[src/rtl/dispatch_queue.sv]
// In-order decoupling FIFO between the ID/EX register and rename/issue.
// Bubble bundles (opcode 0) are counted and discarded instead of being stored.
module dispatch_queue #(
    parameter int DEPTH = 4,
    parameter int W     = 70
) (
    input  logic                       clk,
    input  logic                       rst,
    input  logic                       flush,
    input  logic                       in_valid,
    output logic                       in_ready,
    input  logic [W-1:0]               in_bundle,
    output logic                       out_valid,
    input  logic                       out_ready,
    output logic [W-1:0]               out_bundle,
    output logic [$clog2(DEPTH):0]     count,
    output logic [15:0]                drop_cnt
);
    localparam int AW = $clog2(DEPTH);
    localparam int CW = AW + 1;

    logic [W-1:0]  mem [DEPTH];
    logic [AW-1:0] rd_ptr;
    logic [AW-1:0] wr_ptr;
    logic          full;
    logic          accept;
    logic          bubble;
    logic          store;
    logic          deq;

    always_comb begin
        full      = (count == CW'(DEPTH));
        in_ready  = ~full;
        out_valid = (count != '0);
        accept    = in_valid & in_ready & ~flush;
        bubble    = (in_bundle[69:63] == 7'd0);
        store     = accept & ~bubble;
        deq       = out_valid & out_ready & ~flush;
        out_bundle = out_valid ? mem[rd_ptr] : '0;
    end

    // Flush only rewinds pointers and count; stale storage is never visible
    // because out_bundle is masked whenever the queue is empty.
    always_ff @(posedge clk or posedge rst) begin
        if (rst) begin
            for (int unsigned i = 0; i < DEPTH; i++) begin
                mem[i] <= '0;
            end
            rd_ptr   <= '0;
            wr_ptr   <= '0;
            count    <= '0;
            drop_cnt <= '0;
        end else if (flush) begin
            rd_ptr <= '0;
            wr_ptr <= '0;
            count  <= '0;
        end else begin
            if (store) begin
                mem[wr_ptr] <= in_bundle;
                wr_ptr      <= wr_ptr + 1'b1;
            end
            if (accept && bubble) begin
                drop_cnt <= drop_cnt + 16'd1;
            end
            if (deq) begin
                rd_ptr <= rd_ptr + 1'b1;
            end
            count <= count + CW'(store) - CW'(deq);
        end
    end
endmodule

[config.mk]
export PLATFORM = sky130hd
export DESIGN_NAME = dispatch_queue
export DESIGN_NICKNAME = d
export VERILOG_FILES = /design/src/rtl/dispatch_queue.sv
export SDC_FILE = /design/constraint.sdc
export NUM_CORES = 1
export LEC_CHECK = 0
export CAP_MARGIN = 20
export CORE_ASPECT_RATIO = 0.8
export CORE_UTILIZATION = 40
export CTS_CLUSTER_DIAMETER = 200
export CTS_CLUSTER_SIZE = 14
export DETAILED_ROUTE_END_ITERATION = 7
export GPL_ROUTABILITY_DRIVEN = 0
export GPL_TIMING_DRIVEN = 0
export PLACE_DENSITY = 0.59
export REMOVE_ABC_BUFFERS = 1
export SLEW_MARGIN = 20
export SYNTH_ARGS = -nofsm -noshare
export SYNTH_HDL_FRONTEND = slang
export SYNTH_SLANG_ARGS = --single-unit
export TNS_END_PERCENT = 100
[constraint.sdc]
create_clock -name clk -period 25.9 [get_ports clk]
set_input_delay 5.18 -clock clk [delete_from_list [all_inputs] [get_ports clk]]
set_output_delay 5.18 -clock clk [all_outputs]
set_load 0.01 [all_outputs]
==> results of run 1 <==
## Yosys cell counts, types with 3 or more instances
master                     instances  area share (%)
sky130_fd_sc_hd__dfrtp_1         303              50
sky130_fd_sc_hd__buf_2             7            0.23
sky130_fd_sc_hd__and3_1            3            0.12
sky130_fd_sc_hd__nand2_1           5            0.12
sky130_fd_sc_hd__nand3_4           4            0.46
sky130_fd_sc_hd__nand3_1           8            0.26
sky130_fd_sc_hd__and4_1            4            0.23
sky130_fd_sc_hd__mux4_2           70              10
sky130_fd_sc_hd__nand4_1           6            0.25
sky130_fd_sc_hd__xor2_1            4            0.23
sky130_fd_sc_hd__nor2_1            6            0.15
sky130_fd_sc_hd__ha_1              7            0.58
sky130_fd_sc_hd__mux2_4          280              28
sky130_fd_sc_hd__clkbuf_1         11            0.27
sky130_fd_sc_hd__buf_1             7            0.17
sky130_fd_sc_hd__buf_12           28             3.7
sky130_fd_sc_hd__inv_1             6            0.15
sky130_fd_sc_hd__xnor2_1          15            0.87
sky130_fd_sc_hd__and2_1           71             2.9
## worst max path at each step
stage | endpoint | depth (start not counted)
finish | out_bundle[1] | 5
global route | out_bundle[1] | 5
CTS | out_bundle[1] | 5
detailed placement | count[2] | 12
global placement | mem[239] | 2
floorplan | count[0] | 1
## through the flow
stage,total power [mW],util [%]
2_1_floorplan,1.34,-
3_3_place_gp,1.63,45.0
3_5_place_dp,1.63,46.2
4_1_cts,1.98,47.9
5_1_grt,2.07,47.9
6_report,1.96,47.9
## per-layer routing
layer  wire length [µm]  track usage (%)  up-vias  share of wire (%)
met5                  0                0        -                  0
met4                468             2.69        0                1.5
met3               1380             2.67       31                4.4
met2              13200             23.5      139                 43
met1              16000             26.6     4108                 51
li1                   -                -     3422                  -
## layout make-up
| type | count | area, µm² | area share, % |
|---|---|---|---|
| sequential | 303 | 7590 | 42.6 |
| multi-input combinational | 499 | 6870 | 38.6 |
| timing repair buffer | 181 | 2070 | 11.6 |
| clock buffer | 26 | 629 | 3.53 |
| tap | 487 | 609 | 3.42 |
| inverter | 6 | 30.0 | 0.169 |
| clock inverter | 1 | 7.51 | 0.0421 |
| antenna | 1 | 2.50 | 0.0140 |
## flip-flops by register name, summed over array words and instances (netlist names)
| name | flops |
|---|---|
| mem | 280 |
| drop_cnt | 16 |
| count | 3 |
| rd_ptr | 2 |
| wr_ptr | 2 |
## critical path, cell delays in order, from the launching register on
cell and delay, ns:
sky130_fd_sc_hd__dfrtp_4 0.56, sky130_fd_sc_hd__buf_16 0.27, sky130_fd_sc_hd__buf_16 0.27, sky130_fd_sc_hd__mux4_2 0.54, sky130_fd_sc_hd__and2_1 0.19, sky130_fd_sc_hd__clkdlybuf4s50_1 0.48
## cells by family (layout without fill, tap and decap cells)
| kind of cell | Yosys count | in the layout |
|---|---|---|
| flops | 303 | 303 |
| xor+xnor | 19 | 19 |
| buf+inv | 60 | 214 |
| fa+ha+maj | 8 | 8 |
| mux | 353 | 353 |
| simple gates | 119 | 119 |
| other cells | 0 | 1 |
## report_power, final
part | switching (mW) | internal, mW | leakage (nW)
clock | 0.167 | 0.171 | 0.309
sequential | 0.113 | 0.671 | 3.79
combinational | 0.267 | 0.568 | 4.27
total | 0.546 | 1.41 | 8.37
==> summary.txt, run 1 <==
Logic synthesis
  – Post-synthesis average cell area: 17.6 µm²
  – Synthesized-area fraction occupied by adder cells: 0.710%
  – Fraction of the mapped netlist area in simple logic gates: 5.15%
  – Post-synthesis compound-gate area fraction: 0%
  – Prevailing post-synth register cell: sky130_fd_sc_hd__dfrtp_1
  – Post-synth EDFFs: 0
  – Largest family of logic cells by synthesized area: multiplexers
  – Syn Std Cell Area: 15100 µm²
  – Count of unique library cells instantiated by Yosys: 33
  – Share of the synthesized netlist area taken by xor and xnor gates: 1.10%
  – Proportion of synthesized chip area in sequential cells: 50.1%
  – FF+latch count, synth: 303
  – Proportion of synthesized flip-flops having asynchronous set or reset: 100%
  – Syn Inst Count: 862
  – Multiplexer fraction of the synthesized cell area: 38.4%
  – Count of warnings emitted by yosys: 0

Floorplan
  – Boundary pin count: 166
  – Area of the core: 37200 µm²
  – Die width: 220 µm
  – Initial core utilization: 40.7%
  – Vertical die dimension: 176 µm
  – Row count: 63
  – Full die area: 38700 µm²

CTS
  – Count of instances resized after the clock tree is built: 0
  – Worst-skew pair later-pin latency: 0.53 ns
  – Total number of H-tree levels: 1
  – CTS root buf: sky130_fd_sc_hd__clkbuf_16
  – Number of buffers inserted for hold repair after clock tree synthesis: 0
  – Clock tree sinks: 303
  – Setup repair bufs after CTS: 0
  – Clock tree from TritonCTS: done
  – Clock transition at the register clock pins on the worst setup and hold paths after CTS: 0.07 ns
  – Maximum clock insertion buffer count: 3
  – CTS Buf Count: 25

Power and ir drop
  – Worst vdd rail ir drop: 91.6 µV
  – Areal power density over the cells: 110 nW/µm²
  – Leakage: 8.37 nW

Route
  – Drt first-iter violations: 486
  – Vias post-DR: 7700
  – First-pass iteration count of the detailed router: 6
  – Drt drc: 48
  – Routed wire per std cell: 20.7 µm
  – Detailed-route wire length: 31100 µm
  – Post-detailed-route count of antenna-violating nets: 0
  – Routed via count divided by cell count: 5.12

STA
  – Setup violations, final: 0
  – Remaining max-slew budget at the tightest pin: 49.9%
  – Peak Freq: 0.124 GHz
  – Number of hold-slack violations in the final timing report: 0
  – Setup WS post-layout: 17.85 ns
  – Setup Total Neg Slack: 0 ns
  – Number of pins with negative max-slew slack in the final report: 0
  – Part of the cycle the worst path needs: 31.1%
  – Final hold slack: 0.479 ns
  – Min Clock Period, post-route: 8.05 ns
  – Setup repair after global routing missed its margin: no
  – Slew of the pin with the lowest slew margin: 0.750 ns
  – Post-Route Skew: 0.0113 ns

Finish
  – Filler cell count in the final layout: 3197
  – Final Non-Filler Cells: 1504
  – Leading cell type in the layout, fill and taps excluded: sky130_fd_sc_hd__dfrtp_1
  – Synthesis-to-finish area growth: 17.6%
  – Fin area: 17800 µm²
  – Commonest cells after routing, fill and taps aside: 301 x sky130_fd_sc_hd__dfrtp_1, 280 x sky130_fd_sc_hd__mux2_4, 165 x sky130_fd_sc_hd__clkdlybuf4s50_1, 71 x sky130_fd_sc_hd__and2_1, 70 x sky130_fd_sc_hd__mux4_2
  – Count of nets after finishing: 1099
  – Fraction of layout cells with a size suffix above 1: 39.8%

GRT
  – Total overflow reported by the global router: 0
  – Number of antenna violations at the first check in global routing: 0
  – Overall routing resource usage: 16.6%
  – Via count of the first global-routing pass: 8355
  – Maximum number of pins on one net before global-route repair: 96
  – First-pass GRT wire length: 50100 µm

Worst setup path
  – Launching instance or port of the critical path: rd_ptr[1]
  – RR Startpoint: count[1]
  – Critical path data arrival time: 2.87 ns
  – Required time at the endpoint of the critical path: 20.72 ns
  – Type of element capturing the critical path: output port
  – CP max FO: 33
  – Length in cells of the worst reg-to-reg path: 11
  – Critical register-to-register path endpoint: count[2]
  – Crit start category: flip-flop
  – Minimum setup slack among reg-to-reg paths: 22.98 ns
  – Type of the worst setup path: reg2out

Place
  – DPL Wire Length: 18800 µm
  – Post-place instance area: 17200 µm²
  – # port buffers: 165
  – Post-Place Setup Slack: 17.63 ns
  – Number of placed instances with taps included: 1476

Run status
  – Result of the run: complete, but fails checks
  – Violated checks: design-rule violations

Worst hold path
  – Startpoint of the tightest hold check path: drop_cnt[15]
  – Endpoint of the worst hold path: drop_cnt[15]
  – Path class of the lowest-slack min-delay path: reg2reg
  – Min-Delay Path Depth: 1

Job
  – Max-cap check violation count: 0
Power figures use the tool's default switching activity.
==> run 2: changes to the inputs <==
--- a/config.mk
+++ b/config.mk
@@ -13,7 +13,7 @@
 export DETAILED_ROUTE_END_ITERATION = 7
 export GPL_ROUTABILITY_DRIVEN = 0
 export GPL_TIMING_DRIVEN = 0
-export PLACE_DENSITY = 0.59
+export PLACE_DENSITY = 0.61
 export REMOVE_ABC_BUFFERS = 1
 export SLEW_MARGIN = 20
 export SYNTH_ARGS = -nofsm -noshare
==> constraint.sdc (replaced) <==
create_clock -name clk -period 6.9 [get_ports clk]
set_input_delay 1.38 -clock clk [delete_from_list [all_inputs] [get_ports clk]]
set_output_delay 1.38 -clock clk [all_outputs]
set_load 0.01 [all_outputs]
==> run 2 against run 1 <==
Net effect:
- the run still ends with design-rule violations left
- sequential power grew to 3.8 times the previous value
- clock skew shrank 0.0013 ns
- first-iteration DRC count grew 1.6%
- sequential cell count is the same
- power grew to 3.7 times the previous value
- clock-buffer cell count is the same
- setup slack lost 15 ns
- die area is the same
- sequential share of layout area is essentially flat
- largest cell class unchanged
- routed wire length shrank 1.5%
==> summary.txt, run 2 (synthesis gave the netlist of run 1 again) <==
Power and ir drop
  – Relative contribution of sequential cells to total power: 40.4% (was 40.1%)
  – Net switching fraction of the power: 27.8% (was 27.9%)
  – Leakage: 8.36 nW (was 8.37 nW)
  – Areal power density over the cells: 412 nW/µm² (was 110 nW/µm²)
  – Total power consumption of the routed design: 7.33 mW (was 1.96 mW)
  – Clock Power Share: 17.2% (was 17.3%)
  – Switching power total: 2.04 mW (was 0.546 mW)
  – Worst vdd rail ir drop: 256 µV (was 91.6 µV)
  – Internal power: 5.29 mW (was 1.41 mW)
  – Gate power share: 42.4% (was 42.6%)

GRT
  – Overall routing resource usage: 16.4% (was 16.6%)
  – First-pass GRT wire length: 50000 µm (was 50100 µm)
  – Total overflow reported by the global router: 0 (unchanged)
  – Number of antenna violations at the first check in global routing: 1 (was 0)
  – Maximum number of pins on one net before global-route repair: 98 (was 96)
  – Via count of the first global-routing pass: 8475 (was 8355)

CTS
  – Number of buffers inserted for hold repair after clock tree synthesis: 0 (unchanged)
  – Worst-skew pair later-pin latency: 0.53 ns (about the same)
  – Setup repair bufs after CTS: 0 (unchanged)
  – Clock tree sinks: 303 (unchanged)
  – Count of instances resized after the clock tree is built: 0 (unchanged)
  – Maximum clock insertion buffer count: 3 (unchanged)
  – Clock tree from TritonCTS: done (unchanged)
  – CTS Buf Count: 25 (unchanged)
  – CTS root buf: sky130_fd_sc_hd__clkbuf_16 (unchanged)
  – Total number of H-tree levels: 1 (unchanged)
  – Clock transition at the register clock pins on the worst setup and hold paths after CTS: 0.07 ns (about the same)

Floorplan
  – Boundary pin count: 166 (unchanged)
  – Full die area: 38700 µm² (unchanged)
  – Vertical die dimension: 176 µm (unchanged)
  – Row count: 63 (unchanged)
  – Area of the core: 37200 µm² (unchanged)
  – Initial core utilization: 40.7% (unchanged)
  – Die width: 220 µm (unchanged)

Run status
  – Violated checks: design-rule violations (unchanged)
  – Result of the run: complete, but fails checks (unchanged)

Finish
  – Final Non-Filler Cells: 1504 (unchanged)
  – Number of flip-flops in the largest register: 280 (unchanged)
  – Leading cell type in the layout, fill and taps excluded: sky130_fd_sc_hd__dfrtp_1 (unchanged)
  – Synthesis-to-finish area growth: 17.5% (was 17.6%)
  – Count of nets after finishing: 1098 (was 1099)
  – Largest registers in the final layout: mem (280), drop_cnt (16), count (3) (unchanged)
  – Fraction of layout cells with a size suffix above 1: 39.7% (was 39.8%)
  – Top reg by flops: mem (unchanged)
  – Commonest cells after routing, fill and taps aside: 301 x sky130_fd_sc_hd__dfrtp_1, 280 x sky130_fd_sc_hd__mux2_4, 165 x sky130_fd_sc_hd__clkdlybuf4s50_1, 71 x sky130_fd_sc_hd__and2_1, 70 x sky130_fd_sc_hd__mux4_2 (unchanged)

Place
  – # port buffers: 165 (unchanged)
  – DPL Wire Length: 18500 µm (was 18800 µm)
  – Number of placed instances with taps included: 1475 (was 1476)

Worst setup path
  – Type of the worst setup path: reg2out (unchanged)
  – Required time at the endpoint of the critical path: 5.52 ns (was 20.72 ns)
  – Minimum setup slack among reg-to-reg paths: 4.02 ns (was 22.98 ns)
  – CP max FO: 38 (was 33)
  – Length in cells of the worst reg-to-reg path: 11 (unchanged)
  – Critical path data arrival time: 3.03 ns (was 2.87 ns)
  – RR Startpoint: count[1] (unchanged)
  – Crit start category: flip-flop (unchanged)
  – Critical register-to-register path endpoint: count[2] (unchanged)
  – Type of element capturing the critical path: output port (unchanged)

Worst hold path
  – Endpoint of the worst hold path: drop_cnt[15] (unchanged)
  – Path class of the lowest-slack min-delay path: reg2reg (unchanged)
  – Startpoint of the tightest hold check path: drop_cnt[15] (unchanged)
  – Min-Delay Path Depth: 1 (unchanged)

Route
  – Post-detailed-route count of antenna-violating nets: 0 (unchanged)
  – Routed via count divided by cell count: 5.08 (was 5.12)
  – Routed wire per std cell: 20.4 µm (was 20.7 µm)
  – Drt first-iter violations: 494 (was 486)
  – Vias post-DR: 7639 (was 7700)
  – Detailed-route wire length: 30600 µm (was 31100 µm)
  – Drt drc: 34 (was 48)
  – First-pass iteration count of the detailed router: 6 (unchanged)

STA
  – Remaining max-slew budget at the tightest pin: 51.2% (was 49.9%)
  – Min Clock Period, post-route: 4.41 ns
  – Peak Freq: 0.227 GHz
  – Setup Total Neg Slack: 0 ns (unchanged)
  – Part of the cycle the worst path needs: 63.8%
  – Setup violations, final: 0 (unchanged)
  – Setup repair after global routing missed its margin: no (unchanged)
  – Slew of the pin with the lowest slew margin: 0.732 ns (was 0.750 ns)
  – Post-Route Skew: 0.00994 ns (was 0.0113 ns)
  – Number of hold-slack violations in the final timing report: 0 (unchanged)
  – Number of pins with negative max-slew slack in the final report: 0 (unchanged)

Job
  – Max-cap check violation count: 0 (unchanged)
run 2: cell count changes in the layout (fill, tap and decap cells not counted), sizes merged:
cell   previous run  this run
diode             1         2
buf              16        15
run 2: how the worst max path moves through the flow:
stage	slack, ns	startpoint	depth (start not counted)	to
4_1_cts	2.41	rd_ptr[1]	4	out_bundle[13]
2_1_floorplan	-2.85	rst	1	count[0]
3_3_place_gp	-7.08	rst	2	mem[91]
6_report	2.49	rd_ptr[1]	4	out_bundle[15]
5_1_grt	2.35	rd_ptr[1]	4	out_bundle[15]
3_5_place_dp	2.46	in_bundle[66]	12	count[2]
run 2: through the flow:
stage	instance area, µm²	utilization, %	setup slack (ns)	hold WS, ns
after floorplan	14500	-	-2.85	0.476
final	17800	47.8	2.49	0.479
after detailed placement	17200	46.1	2.46	0.469
after global routing	17800	47.8	2.35	0.515
after global placement	16700	45.0	-7.08	0.462
after CTS	17800	47.8	2.41	0.478
run 2: routing by layer:
layer	GRT usage, %	routed length (µm)	part of all wire, %	up-vias
li1	-	-	-	3421
met1	25.0	15300	50	4065
met2	24.6	13500	44	123
met3	3.12	1320	4.3	28
met4	2.69	449	1.5	2
met5	0	8	0.026	-
run 2: critical path: stages, from the launching register on:
cell                              delay (ns)
sky130_fd_sc_hd__dfrtp_4                0.90
sky130_fd_sc_hd__buf_16                 0.32
sky130_fd_sc_hd__mux4_2                 0.53
sky130_fd_sc_hd__and2_1                 0.17
sky130_fd_sc_hd__clkdlybuf4s50_1        0.53
run 2: area by class of cell:
cell class | instances | area, µm²
fillers | 3216 | 19400
clock buffers | 26 | 629
diodes | 2 | 5.00
clock inverters | 1 | 7.51
inverters | 6 | 30.0
multi-input cells | 499 | 6870
repair buffers | 180 | 2050
flip-flops and latches | 303 | 7590
well taps | 487 | 609
run 2: power groups by stage:
stage	Combinational, mW	Clock [mW]	Sequential [mW]
floorplan	2.15	0	2.89
global placement	3.03	0	3.07
detailed placement	3.16	0	2.96
CTS	3.16	1.33	2.96
global route	3.35	1.39	3.06
finish	3.11	1.26	2.96
==> run 3: changes to the inputs <==
==> constraint.sdc (replaced) <==
create_clock -name clk -period 3.63 [get_ports clk]
set_input_delay 0.726 -clock clk [delete_from_list [all_inputs] [get_ports clk]]
set_output_delay 0.726 -clock clk [all_outputs]
set_load 0.01 [all_outputs]
==> run 3 against run 2 <==
Net effect:
- clock skew up 0.00058 ns
- highest routed layer unchanged
- power up 90%
- largest power group unchanged
- combinational power up 92%
- core utilization up 0.10 points
- via count up 0.33%
- the flow still finishes with violations (design-rule violations)
- cell area up 0.21%
- setup slack worse by 2.4 ns
==> summary.txt, run 3 (synthesis gave the netlist of run 1 again) <==
Finish
  – Leading cell type in the layout, fill and taps excluded: sky130_fd_sc_hd__dfrtp_1 (unchanged)
  – Util after Layout: 47.9% (was 47.8%)
  – Number of flip-flops in the largest register: 280 (unchanged)
  – Filler cell count in the final layout: 3209 (was 3216)
  – Largest registers in the final layout: mem (280), drop_cnt (16), count (3) (unchanged)
  – Synthesis-to-finish area growth: 17.7% (was 17.5%)
  – Fraction of layout cells with a size suffix above 1: 39.9% (was 39.7%)
  – Fin area: 17800 µm² (about the same)
  – Count of nets after finishing: 1101 (was 1098)
  – Top reg by flops: mem (unchanged)
  – Commonest cells after routing, fill and taps aside: 301 x sky130_fd_sc_hd__dfrtp_1, 280 x sky130_fd_sc_hd__mux2_4, 164 x sky130_fd_sc_hd__clkdlybuf4s50_1, 71 x sky130_fd_sc_hd__and2_1, 70 x sky130_fd_sc_hd__mux4_2 (was 301 x sky130_fd_sc_hd__dfrtp_1, 280 x sky130_fd_sc_hd__mux2_4, 165 x sky130_fd_sc_hd__clkdlybuf4s50_1, 71 x sky130_fd_sc_hd__and2_1, 70 x sky130_fd_sc_hd__mux4_2)

GRT
  – Total overflow reported by the global router: 0 (unchanged)
  – Via count of the first global-routing pass: 8468 (was 8475)
  – Overall routing resource usage: 16.5% (was 16.4%)
  – Met1 routing resource usage after global routing: 25.2% (was 25.0%)
  – Met3 Resource Use GR: 3.12% (unchanged)
  – Global routing's busiest layer: met1 (unchanged)
  – Maximum number of pins on one net before global-route repair: 98 (unchanged)
  – GRT met2 Usage: 24.7% (was 24.6%)
  – First-pass GRT wire length: 50200 µm (was 50000 µm)
  – Number of antenna violations at the first check in global routing: 1 (unchanged)

Floorplan
  – Boundary pin count: 166 (unchanged)
  – Die width: 220 µm (unchanged)
  – Vertical die dimension: 176 µm (unchanged)
  – Initial core utilization: 40.7% (unchanged)
  – Full die area: 38700 µm² (unchanged)
  – Row count: 63 (unchanged)
  – Area of the core: 37200 µm² (unchanged)

Worst setup path
  – CP Cell Sequence: buf_16 -> buf_16 -> mux4_2 -> and2_1 -> clkdlybuf4s50_1 (was buf_16 -> mux4_2 -> and2_1 -> clkdlybuf4s50_1)
  – Type of element capturing the critical path: output port (unchanged)
  – Length in cells of the worst reg-to-reg path: 11 (unchanged)
  – Max stage delay cell, worst path: sky130_fd_sc_hd__mux4_2 (was sky130_fd_sc_hd__dfrtp_4)
  – Critical path data arrival time: 2.76 ns (was 3.03 ns)
  – Most used cell, CP: sky130_fd_sc_hd__buf_16
  – Required time at the endpoint of the critical path: 2.90 ns (was 5.52 ns)
  – RR Startpoint: count[1] (unchanged)
  – Largest incremental delay on the critical path: 0.53 ns (was 0.90 ns)
  – Crit start category: flip-flop (unchanged)
  – CP max FO: 34 (was 38)
  – Launching instance or port of the critical path: rd_ptr[0] (was rd_ptr[1])
  – Type of the worst setup path: reg2out (unchanged)

Place
  – DPL Wire Length: 18500 µm (unchanged)
  – # port buffers: 165 (unchanged)
  – Post-place instance area: 17200 µm² (unchanged)

Route
  – Drt drc: 34 (unchanged)
  – Drt first-iter violations: 421 (was 494)
  – Routed via count divided by cell count: 5.09 (was 5.08)
  – Vias post-DR: 7664 (was 7639)
  – Post-detailed-route count of antenna-violating nets: 0 (unchanged)
  – Detailed-route wire length: 31000 µm (was 30600 µm)
  – First-pass iteration count of the detailed router: 7 (was 6)
  – Routed wire per std cell: 20.6 µm (was 20.4 µm)

CTS
  – Total number of H-tree levels: 1 (unchanged)
  – Maximum clock insertion buffer count: 3 (unchanged)
  – CTS Buf Count: 25 (unchanged)
  – Clock transition at the register clock pins on the worst setup and hold paths after CTS: 0.07 ns (about the same)
  – Clock tree from TritonCTS: done (unchanged)
  – Clock tree sinks: 303 (unchanged)
  – CTS root buf: sky130_fd_sc_hd__clkbuf_16 (unchanged)
  – Worst-skew pair later-pin latency: 0.53 ns (about the same)

Power and ir drop
  – Gate power share: 42.8% (was 42.4%)
  – Net switching fraction of the power: 27.9% (was 27.8%)
  – Areal power density over the cells: 783 nW/µm² (was 412 nW/µm²)
  – Clock Power Share: 17.2% (about the same)
  – Total power consumption of the routed design: 14.0 mW (was 7.33 mW)
  – Relative contribution of sequential cells to total power: 40.0% (was 40.4%)
  – Leakage: 8.39 nW (was 8.36 nW)
  – Switching power total: 3.90 mW (was 2.04 mW)
  – Internal power: 10.1 mW (was 5.29 mW)
  – Worst vdd rail ir drop: 553 µV (was 256 µV)

STA
  – Post-Route Skew: 0.0105 ns (was 0.00994 ns)
  – Setup Total Neg Slack: 0 ns (unchanged)
  – Number of pins with negative max-slew slack in the final report: 0 (unchanged)
  – Remaining max-slew budget at the tightest pin: 52.6% (was 51.2%)
  – Slew of the pin with the lowest slew margin: 0.705 ns (was 0.732 ns)
  – Setup repair after global routing missed its margin: no (unchanged)
  – Number of hold-slack violations in the final timing report: 0 (unchanged)
  – Part of the cycle the worst path needs: 96.1%
  – Setup violations, final: 0 (unchanged)
  – Min Clock Period, post-route: 3.49 ns
  – Peak Freq: 0.287 GHz

Job
  – Max-cap check violation count: 0 (unchanged)

Run status
  – Result of the run: complete, but fails checks (unchanged)
  – Violated checks: design-rule violations (unchanged)

Worst hold path
  – Path class of the lowest-slack min-delay path: reg2reg (unchanged)
  – Startpoint of the tightest hold check path: drop_cnt[15] (unchanged)
  – Min-Delay Path Depth: 1 (unchanged)
run 3: cell types whose count changed in the layout (fill, tap and decap cells not counted), sizes merged:
cell           before  now
buf                15   18
clkdlybuf4s50     165  164
dlygate4sd2         0    1
run 3: per-layer routing:
layer	vias to the layer above	part of all wire, %
li1	3426	-
met4	2	1.5
met2	126	44
met1	4082	50
met3	28	4.2
met5	-	0.042
run 3: final cells by class:
cell class / instances / area (µm²) / share of cell area [%]
flip-flops and latches: 303 / 7590 / 42.6
multi-input cells: 499 / 6870 / 38.5
repair buffers: 183 / 2090 / 11.7
clock buffers: 26 / 629 / 3.53
well taps: 487 / 609 / 3.42
inverters: 6 / 30.0 / 0.168
clock inverters: 1 / 7.51 / 0.0421
diodes: 2 / 5.00 / 0.0281
run 3: path summary, 6_finish.rpt:
check,end,slack [ns]
worst max register to register,count[2],0.75
worst min-delay path,drop_cnt[15],0.48
worst max-delay path,out_bundle[62],0.14
min in group asynchronous,mem[58],0.59
worst min register to register,drop_cnt[15],0.48
max in group asynchronous,mem[231],1.87
run 3: repair_timing:
item,4_1_cts,5_1_grt
gates cloned,0,0
endpoints found under the setup margin,34,4
hold buffers,0,0
gates resized for setup,1,0
buffers inserted,2,1
run 3: power groups by stage:
stage	Combinational, mW	Clock, mW	Sequential, mW
2_1_floorplan	4.09	0	5.50
3_3_place_gp	5.77	0	5.84
3_5_place_dp	6.00	0	5.62
4_1_cts	6.06	2.52	5.58
5_1_grt	6.43	2.64	5.77
6_report	5.98	2.40	5.58
run 3: worst max-delay path, delay by kind of cell (launching register included):
family,cells,cell delay [ns]
AND/OR/NAND/NOR,1,0.20
flip-flops,1,0.44
buffers and inverters,3,0.99
multiplexers,1,0.53
run 3: per-stage QoR:
step	instances	setup WS [ns]	hold slack, ns
2_1_floorplan	808	-5.47	0.476
3_3_place_gp	1460	-9.70	0.462
3_5_place_dp	1475	-0.160	0.469
4_1_cts	1504	0.0159	0.478
5_1_grt	1505	0.0233	0.515
6_report	1507	0.142	0.479
